File: src/rtl/alu_pkg.sv
// ---------------------------------------------------------------------------
// alu_pkg
// Shared definitions for the 4-bit ALU and its command sequencer.
//   ALU_W          default datapath width
//   OP_*           3-bit opcode / ALU select encodings
//   seq_state_e    sequencer FSM states
//   op_uses_alu()  true for opcodes whose result comes from the ALU
// ---------------------------------------------------------------------------
package alu_pkg;

  localparam int unsigned ALU_W = 4;

  localparam logic [2:0] OP_ADD  = 3'b000;
  localparam logic [2:0] OP_SUB  = 3'b001;
  localparam logic [2:0] OP_AND  = 3'b010;
  localparam logic [2:0] OP_OR   = 3'b011;
  localparam logic [2:0] OP_NOT  = 3'b100;
  localparam logic [2:0] OP_LOAD = 3'b101;
  localparam logic [2:0] OP_CLR  = 3'b110;
  localparam logic [2:0] OP_NOP  = 3'b111;

  typedef enum logic [1:0] {
    IDLE = 2'b00,
    EXEC = 2'b01,
    RESP = 2'b10
  } seq_state_e;

  function automatic logic op_uses_alu(input logic [2:0] op);
    return (op == OP_ADD) || (op == OP_SUB) || (op == OP_AND) ||
           (op == OP_OR)  || (op == OP_NOT);
  endfunction

endpackage

File: src/rtl/alu_cmd_sequencer.sv
// ---------------------------------------------------------------------------
// alu_cmd_sequencer
// Accepts ALU commands over valid/ready, runs each through an external
// combinational ALU using an internal accumulator as operand A, writes the
// result back to the accumulator and returns it over a valid/ready response
// channel. One command is in flight at a time (IDLE -> EXEC -> RESP).
//   clk         in   1      rising-edge clock
//   rst_n       in   1      asynchronous active-low reset
//   cmd_valid   in   1      command present
//   cmd_ready   out  1      sequencer can accept a command
//   cmd_op      in   3      opcode (OP_* encodings)
//   cmd_opnd    in   W      operand B, or load value for LOAD
//   alu_a       out  W      to ALU A (accumulator during EXEC, else 0)
//   alu_b       out  W      to ALU B (latched operand during EXEC, else 0)
//   alu_sel     out  3      to ALU sel (latched opcode during EXEC, else NOP)
//   alu_result  in   W      from ALU result, same cycle
//   res_valid   out  1      response present
//   res_ready   in   1      response consumer ready
//   res_data    out  W      accumulator value after the command
//   res_zero    out  1      res_data == 0
//   op_count    out  CNT_W  completed responses, wraps modulo 2^CNT_W
// ---------------------------------------------------------------------------
module alu_cmd_sequencer
  import alu_pkg::*;
#(
  parameter int unsigned W     = ALU_W,
  parameter int unsigned CNT_W = 8
) (
  input  logic             clk,
  input  logic             rst_n,
  input  logic             cmd_valid,
  output logic             cmd_ready,
  input  logic [2:0]       cmd_op,
  input  logic [W-1:0]     cmd_opnd,
  output logic [W-1:0]     alu_a,
  output logic [W-1:0]     alu_b,
  output logic [2:0]       alu_sel,
  input  logic [W-1:0]     alu_result,
  output logic             res_valid,
  input  logic             res_ready,
  output logic [W-1:0]     res_data,
  output logic             res_zero,
  output logic [CNT_W-1:0] op_count
);

  seq_state_e       state_q, state_d;
  logic [W-1:0]     acc_q, acc_d;
  logic [2:0]       op_q, op_d;
  logic [W-1:0]     opnd_q, opnd_d;
  logic             cmd_ready_q, cmd_ready_d;
  logic             res_valid_q, res_valid_d;
  logic [W-1:0]     res_data_q, res_data_d;
  logic             res_zero_q, res_zero_d;
  logic [CNT_W-1:0] cnt_q, cnt_d;

  // Accumulator value produced by the command currently in EXEC.
  logic [W-1:0]     acc_exec;

  always_comb begin
    acc_exec = acc_q;
    if (op_uses_alu(op_q)) begin
      acc_exec = alu_result;
    end else begin
      case (op_q)
        OP_LOAD: acc_exec = opnd_q;
        OP_CLR:  acc_exec = '0;
        default: acc_exec = acc_q;
      endcase
    end
  end

  always_comb begin
    state_d     = state_q;
    acc_d       = acc_q;
    op_d        = op_q;
    opnd_d      = opnd_q;
    cmd_ready_d = cmd_ready_q;
    res_valid_d = res_valid_q;
    res_data_d  = res_data_q;
    res_zero_d  = res_zero_q;
    cnt_d       = cnt_q;

    case (state_q)
      IDLE: begin
        // cmd_ready is a register, so the first cycle after reset release
        // is spent raising it; cmd_op is sampled only on an accepting edge
        // so an undriven opcode while cmd_valid is low never gets latched.
        if (cmd_valid && cmd_ready_q) begin
          op_d        = cmd_op;
          opnd_d      = cmd_opnd;
          cmd_ready_d = 1'b0;
          state_d     = EXEC;
        end else begin
          cmd_ready_d = 1'b1;
        end
      end

      EXEC: begin
        acc_d       = acc_exec;
        res_data_d  = acc_exec;
        res_zero_d  = (acc_exec == '0);
        res_valid_d = 1'b1;
        state_d     = RESP;
      end

      RESP: begin
        if (res_ready) begin
          res_valid_d = 1'b0;
          cnt_d       = cnt_q + CNT_W'(1);
          cmd_ready_d = 1'b1;
          state_d     = IDLE;
        end
      end

      default: begin
        cmd_ready_d = 1'b0;
        res_valid_d = 1'b0;
        state_d     = IDLE;
      end
    endcase
  end

  always_ff @(posedge clk or negedge rst_n) begin
    if (!rst_n) begin
      state_q     <= IDLE;
      acc_q       <= '0;
      op_q        <= OP_NOP;
      opnd_q      <= '0;
      cmd_ready_q <= 1'b0;
      res_valid_q <= 1'b0;
      res_data_q  <= '0;
      res_zero_q  <= 1'b1;
      cnt_q       <= '0;
    end else begin
      state_q     <= state_d;
      acc_q       <= acc_d;
      op_q        <= op_d;
      opnd_q      <= opnd_d;
      cmd_ready_q <= cmd_ready_d;
      res_valid_q <= res_valid_d;
      res_data_q  <= res_data_d;
      res_zero_q  <= res_zero_d;
      cnt_q       <= cnt_d;
    end
  end

  // ALU ports are gated by the state register so the ALU sits on NOP with
  // zero operands whenever no command is executing.
  always_comb begin
    alu_a   = '0;
    alu_b   = '0;
    alu_sel = OP_NOP;
    if (state_q == EXEC) begin
      alu_a   = acc_q;
      alu_b   = opnd_q;
      alu_sel = op_q;
    end
  end

  assign cmd_ready = cmd_ready_q;
  assign res_valid = res_valid_q;
  assign res_data  = res_data_q;
  assign res_zero  = res_zero_q;
  assign op_count  = cnt_q;

endmodule

File: config.mk
export PLATFORM = sky130hd
export DESIGN_NAME = alu_cmd_sequencer
export DESIGN_NICKNAME = d
export VERILOG_FILES = /design/src/rtl/alu_pkg.sv /design/src/rtl/alu_cmd_sequencer.sv
export SDC_FILE = /design/constraint.sdc
export NUM_CORES = 1
export LEC_CHECK = 0
export BUFFER_PORTS_ARGS = -buffer_cell sky130_fd_sc_hd__buf_2
export CAP_MARGIN = 10
export CORE_ASPECT_RATIO = 0.75
export CORE_UTILIZATION = 28
export CTS_BUF_LIST = sky130_fd_sc_hd__clkbuf_2
export DETAILED_ROUTE_END_ITERATION = 16
export HOLD_SLACK_MARGIN = 0.12
export SLEW_MARGIN = 20
export SYNTH_ARGS = -nofsm -noshare
export SYNTH_HDL_FRONTEND = slang
export SYNTH_SLANG_ARGS = --single-unit
File: constraint.sdc
create_clock -name clk -period 1.7 [get_ports clk]
set_input_delay 0.255 -clock clk [delete_from_list [all_inputs] [get_ports clk]]
set_output_delay 0.255 -clock clk [all_outputs]
set_load 0.02 [all_outputs]
==> impl_metrics.env, run 1 <==
export IMPL_end_kind="output port"
export IMPL_cts_htree_levels=1
export IMPL_hold_viol=0
export IMPL_clkTransAtPathRegs_ns=0.22
export IMPL_clkSinkCount=24
export IMPL_antenna_found_initial=0
export IMPL_chipWidth_um=77.7
export IMPL_syn_nets=119
export IMPL_setup_violations=0
export IMPL_cts_buffer_depth=2
export IMPL_fin_crit_ns=1.63
export IMPL_powerDensity_nw_per_um2=1710
export IMPL_peakVddDrop_v=0.000501
export IMPL_track_usage_pct=11.3
export IMPL_worstSkewPairLatency_ns=0.34
export IMPL_final_layout_size_suffix_gt1_share_pct=47.1
export IMPL_core_area_um2=4080
export IMPL_hp_class="in -> reg"
export IMPL_rsz0062_at_grt="false"
export IMPL_final_max_slew_viol_count=0
export IMPL_io_pins=41
export IMPL_start_util_pct=29.5
export IMPL_worst_slew_pin_slew_ns=0.511
export IMPL_cp_start_kind="flop"
export IMPL_finalSetupTns_ns=0
export IMPL_crit_required_ns=1.44
export IMPL_use_met3_pct=1.55
export IMPL_die_y_um=58.8
export IMPL_grt_pass1_vias=877
export IMPL_place_gp_congestion=0.811
export IMPL_fmax_mhz=615
export IMPL_first_iter_violations=82
export IMPL_setup_worst_path_class="reg -> out"
export IMPL_leakage_uw=0.000761
export IMPL_route_detailed_drc=0
export IMPL_status="finished clean"
export IMPL_cap_violations=0
export IMPL_synth_cells=103
export IMPL_seqCellArea_um2=608
export IMPL_dp_hpwl_mm=1.98
export IMPL_ys_seq_area_share_pct=50.3
export IMPL_met2_usage_pct=17.3
export IMPL_cts_root_buf="clkbuf_2"
export IMPL_num_vias=965
export IMPL_fillers=402
export IMPL_nNetsFinal=172
export IMPL_synth_warning_count=0
export IMPL_firstDrtPassIters=4
export IMPL_vias_per_cell=4.60
export IMPL_num_rows=20
export IMPL_finalCritPeriodShare_pct=95.7
export IMPL_multi_input_area_um2=583
export IMPL_holdWs_ns=0.141
export IMPL_synth_ff_latch_count=24
export IMPL_syn_area_um2=1200
export IMPL_numCtsBuffers=3
export IMPL_top_usage_layer="met2"
export IMPL_ant_nets=0
export IMPL_slew_headroom_pct=65.9
export IMPL_antenna_cells=0
export IMPL_grt_start_max_net_pins=25
export IMPL_io_buffers=40
export IMPL_synth_cell_types=33
export IMPL_die_area_um2=4570
export IMPL_drt_total_wl_mm=2.68
export IMPL_wl_per_cell_um=12.7
export IMPL_grt_pass1_wl_mm=3.96
export IMPL_syn2layout_area_growth_pct=31.2
export IMPL_worst_ep_arrival_time_ns=1.37
export IMPL_post_route_util_pct=38.7
export IMPL_overflow=0
export IMPL_critical_path_max_fanout=6
export IMPL_grtUsageMet1_pct=15.5
export IMPL_syn_area_per_cell_um2=11.7
export IMPL_cts_tree="built"
export IMPL_finalClockSkew_ns=0.0219
timing repair:
| item | CTS | global route |
|---|---|---|
| hold buffers | 1 | 5 |
| hold endpoints to repair | 20 | 5 |
| setup endpoints to repair | 8 | 8 |
| cloned | 0 | 1 |
| gates resized for setup | 3 | 2 |
| setup buffers | 1 | 1 |
through the flow:
| stage | total power [µW] | setup WS [ns] | std cells | cell area (µm²) |
|---|---|---|---|---|
| finish | 2700 | 0.0728 | 210 | 1580 |
| global route | 2900 | 0.00367 | 210 | 1580 |
| CTS | 2680 | 0.0267 | 203 | 1510 |
| detailed placement | 2430 | 0.216 | 197 | 1470 |
| global placement | 2400 | 0.231 | 197 | 1470 |
| floorplan | 2010 | 0.303 | 103 | 1200 |
synthesized netlist by cell type (all sizes together):
master / n / area, µm²
dfrtp: 20 / 500
and2: 10 / 66.3
mux2: 9 / 101
nand2: 6 / 22.5
nand2b: 6 / 45.0
nor2: 6 / 22.5
o21ai: 6 / 30.0
dfstp: 4 / 105
xnor2: 4 / 35.0
and2b: 3 / 23.8
nand3: 3 / 15.0
nor3: 3 / 30.0
nor3b: 3 / 27.5
xor2: 3 / 26.3
a221oi: 2 / 17.5
a32o: 2 / 20.0
buf: 2 / 16.3
clkbuf: 2 / 8.75
nand4b: 2 / 17.5
a32oi: 1 / 8.76
a41o: 1 / 10.0
and3: 1 / 6.26
ha: 1 / 12.5
nand3b: 1 / 20.0
o21a: 1 / 7.51
or2b: 1 / 7.51
layer usage:
layer	up-vias	share of wire, %
li1	467	-
met1	476	49
met2	18	47
met3	4	2.7
met4	0	1.5
met5	-	0
layout make-up:
type	instances	area share, %
multi-input cells	76	36.9
flip-flops and latches	24	38.5
well taps	55	4.36
clock buffers	3	0.951
repair buffers	51	19.0
clock inverters	1	0.238
final timing paths:
check | endpoint | depth (start not counted) | start | slack (ns)
worst max-delay path | alu_a[3] | 3 | state_q[0] | 0.07
worst min-delay path | opnd_q[0] | 2 | cmd_opnd[0] | 0.14
worst max register to register | opnd_q[1] | 5 | state_q[1] | 0.14
worst min register to register | op_count[7] | 1 | op_count[7] | 0.49
max in group asynchronous | state_q[1] | 2 | rst_n | 0.91
min in group asynchronous | res_data[0] | 2 | rst_n | 0.39
power by group:
group / switching [µW] / total (µW) / internal, µW / leakage [µW]
Combinational: 740 / 1400 / 661 / 0.000459
Sequential: 244 / 1090 / 850 / 0.000288
Clock: 158 / 209 / 51.1 / 0.0000140
state kept, by name, summed over array words and instances (netlist names):
name and cells:
res_data 4, res_zero 1, op_q 3, state_q 2
opnd_q 4, cmd_ready 1, op_count 8, res_valid 1
worst max-delay path, cell delays in order, from the launching register on:
cell,delay (ns)
dfrtp_2,0.48
and2b_2,0.25
and2_1,0.16
buf_2,0.15
cell usage in the layout, fill, tap and decap left out, types with 2 or more instances in the layout:
cell,synthesis,layout
buf_2,1,39
dfrtp_1,20,18
mux2_2,9,9
and2_1,8,8
o21ai_0,6,6
nor2_1,6,6
nand2_1,6,6
dlygate4sd3_1,0,6
buf_4,0,6
nand2b_1,5,5
xnor2_1,4,4
dfstp_2,4,4
nor3_2,3,3
nand3_1,3,3
xor2_1,3,3
clkbuf_2,1,3
a221oi_1,2,2
a32o_1,2,2
nor3b_1,2,2
and2b_1,2,2
nand4b_1,2,2
dfrtp_2,0,2
logic make-up (layout without fill, tap and decap cells):
family,after synthesis,in the layout,share of synthesized area [%]
XOR/XNOR,7,7,5.09
AO/OA/AOI/OAI,13,13,7.80
multiplexers,9,9,8.42
flip-flops,24,24,50.3
AND/OR/NAND/NOR,45,46,25.3
buffers and inverters,4,55,2.08
adder cells (fa/ha/maj),1,1,1.04
No activity file was read; power rests on OpenSTA's default activity.
==> inputs of run 2 (changes only) <==
Settings changed: ABC_AREA set to 1.
==> run 2 against run 1 <==
Synthesized area fell by 4.2%. Power fell by 1.5%. Register-to-register slack better by 0.11 ns. Critical path depth rose by 3. Flip-flop and latch count unchanged. Clock skew decreased by 0.013 ns. Largest power group unchanged.
==> impl_metrics.env, run 2 <==
export IMPL_seq_power_share_pct=39.4
export IMPL_syn_nets=151
export IMPL_finalClockSkew_ns=0.00932
export IMPL_dp_hpwl_mm=1.90
export IMPL_worst_ep_arrival_time_ns=1.37
export IMPL_power_uw=2660
export IMPL_async_reset_ff_share_pct=100
export IMPL_firstDrtPassIters=4
export IMPL_synth_top_area_cell="dfrtp_1"
export IMPL_synth_top_area_share_pct=43.4
export IMPL_synth_mux_area_share_pct=1.95
export IMPL_cts_buffer_depth=2
export IMPL_setup_worst_path_class="reg -> out"
export IMPL_worst_slew_pin_slew_ns=0.540
export IMPL_powerDensity_nw_per_um2=1620
export IMPL_synth_top_family_by_area="simple AND/OR/NAND/NOR gates"
export IMPL_grt_pass1_vias=988
export IMPL_leakage_uw=0.000835
export IMPL_final_layout_size_suffix_gt1_share_pct=35.8
export IMPL_largest_reg_flops=8
export IMPL_finalSetupTns_ns=0
export IMPL_first_iter_violations=45
export IMPL_post_route_util_pct=43.2
export IMPL_ys_seq_area_share_pct=52.5
export IMPL_num_vias=1059
export IMPL_p_comb_share_pct=52.2
export IMPL_synth_edff_count=0
export IMPL_synth_ff_latch_count=24
export IMPL_chipWidth_um=76.1
export IMPL_synth_warning_count=0
export IMPL_final_cell_mix="35 x nand2_1, 32 x buf_2, 20 x dfrtp_1"
export IMPL_fillers=406
export IMPL_io_pins=41
export IMPL_ant_nets=0
export IMPL_overflow=0
export IMPL_placed_area_um2=1430
export IMPL_crit_required_ns=1.44
export IMPL_route_detailed_drc=0
export IMPL_num_rows=19
export IMPL_rsz0062_at_grt="true"
export IMPL_cts_tree="built"
export IMPL_grt_pass1_wl_mm=4.62
export IMPL_ys_flop_type="dfrtp_1"
export IMPL_slew_headroom_pct=64.0
export IMPL_io_buffers=40
export IMPL_track_usage_pct=13.5
export IMPL_switchingPower_uw=1220
export IMPL_cts_htree_levels=1
export IMPL_status="finished clean"
export IMPL_syn_area_um2=1150
export IMPL_synth_compound_area_share_pct=8.24
export IMPL_grt_start_max_net_pins=25
export IMPL_wl_per_cell_um=11.0
export IMPL_placed_cells=227
export IMPL_synth_most_common_cell="nand2_1"
export IMPL_clkSinkCount=24
export IMPL_cts_root_buf="clkbuf_2"
export IMPL_finalCritPeriodShare_pct=95.8
export IMPL_layout_commonest_cell="nand2_1"
export IMPL_syn_area_per_cell_um2=8.55
export IMPL_drt_total_wl_mm=2.70
export IMPL_syn2layout_area_growth_pct=42.5
export IMPL_synthXorXnorAreaFrac_pct=4.56
export IMPL_final_max_slew_viol_count=0
export IMPL_die_area_um2=4380
export IMPL_vias_per_cell=4.32
export IMPL_swShare_pct=45.7
export IMPL_cp_start_kind="flop"
export IMPL_hold_viol=0
export IMPL_die_y_um=57.6
export IMPL_yosys_area_share_simple_pct=25.2
export IMPL_clkTransAtPathRegs_ns=0.23
export IMPL_cap_violations=0
export IMPL_nNetsFinal=210
export IMPL_peakVddDrop_v=0.000464
export IMPL_hp_class="in -> reg"
export IMPL_design_area_um2=1640
export IMPL_yosys_top_cells_area="dfrtp_1 43%, nand2_1 11%, dfstp_2 9.1%"
export IMPL_fin_crit_ns=1.63
export IMPL_numCtsBuffers=3
export IMPL_clockPowerShare_pct=8.4
export IMPL_antenna_cells=0
export IMPL_antenna_found_initial=0
export IMPL_yosys_area_share_adder_pct=1.08
export IMPL_start_util_pct=30.3
export IMPL_fmax_mhz=614
export IMPL_layout_cells_non_filler=245
export IMPL_end_kind="output port"
export IMPL_synth_common_cells="35 x nand2_1, 20 x dfrtp_1, 14 x inv_1"
export IMPL_place_gp_congestion=0.772
export IMPL_worstSkewPairLatency_ns=0.33
export IMPL_p_int_uw=1450
export IMPL_critical_path_max_fanout=14
export IMPL_setup_violations=0
export IMPL_synth_cell_types=22
export IMPL_synth_cells=135
export IMPL_core_area_um2=3800
## run 2: cell count changes after synthesis, moves of 5 or more
cell / delta
mux2_2: -7
nor2_1: +6
o21ai_0: +7
nand3_1: +7
and2_1: -8
nand2_1: +29
inv_1: +14
nand2b_1: -5
## run 2: logic make-up (layout without fill, tap and decap cells)
family | count (synthesis) | after routing
AO/OA/AOI/OAI | 18 | 18
XOR/XNOR | 6 | 6
adder cells (fa/ha/maj) | 1 | 1
buffers and inverters | 19 | 77
flip-flops | 24 | 24
multiplexers | 2 | 2
AND/OR/NAND/NOR | 65 | 65
## run 2: cell type report
| class | instances | area, µm² | area share, % |
|---|---|---|---|
| well taps | 52 | 65.1 | 3.96 |
| clock inverters | 1 | 3.75 | 0.228 |
| repair buffers | 57 | 394 | 24.0 |
| inverters | 16 | 60.1 | 3.65 |
| clock buffers | 3 | 15.0 | 0.913 |
| multi-input cells | 92 | 500 | 30.4 |
| flip-flops and latches | 24 | 606 | 36.8 |
## run 2: critical path: stages (launching register included)
cell and delay (ns):
dfrtp_1 0.41, inv_2 0.06, nor2_4 0.11, inv_2 0.07, buf_12 0.15, nor2_1 0.09
buf_4 0.15
## run 2: final timing paths
check / start / end / slack (ns) / cells past startpoint
max: state_q[0] / alu_b[1] / 0.07 / 6
min: alu_result[3] / res_zero / 0.20 / 4
max reg2reg: op_q[0] / res_zero / 0.25 / 8
min reg2reg: res_zero / res_zero / 0.49 / 2
max in group asynchronous: rst_n / res_zero / 0.93 / 2
min in group asynchronous: rst_n / op_count[1] / 0.39 / 2
## run 2: layer usage
| layer | up-vias | wire length (µm) | track usage (%) |
|---|---|---|---|
| met4 | 0 | 27 | 4.95 |
| li1 | 544 | - | - |
| met5 | - | 0 | 0 |
| met1 | 495 | 1450 | 20.0 |
| met3 | 2 | 72 | 2.24 |
| met2 | 18 | 1150 | 19.6 |
## run 2: repair_timing
action | CTS | global route
hold buffers | 7 | 2
endpoints found under the setup margin | 7 | 7
resized for setup | 10 | 12
endpoints found under the hold margin | 26 | 2
setup buffers | 2 | 3
pin swaps | 0 | 1
## run 2: power groups by stage
stage	clock network (µW)	registers, µW	logic (µW)
finish	223	1050	1390
global route	260	1090	1560
CTS	234	1050	1280
detailed placement	0	1070	1190
global placement	0	1070	1180
floorplan	0	1170	696
## run 2: metrics by stage
step | setup slack [ns] | hold WS, ns
floorplan | 0.238 | -0.0406
global placement | 0.287 | 0.272
detailed placement | 0.310 | 0.273
CTS | 0.00125 | 0.130
global route | -0.0249 | 0.178
finish | 0.0719 | 0.204
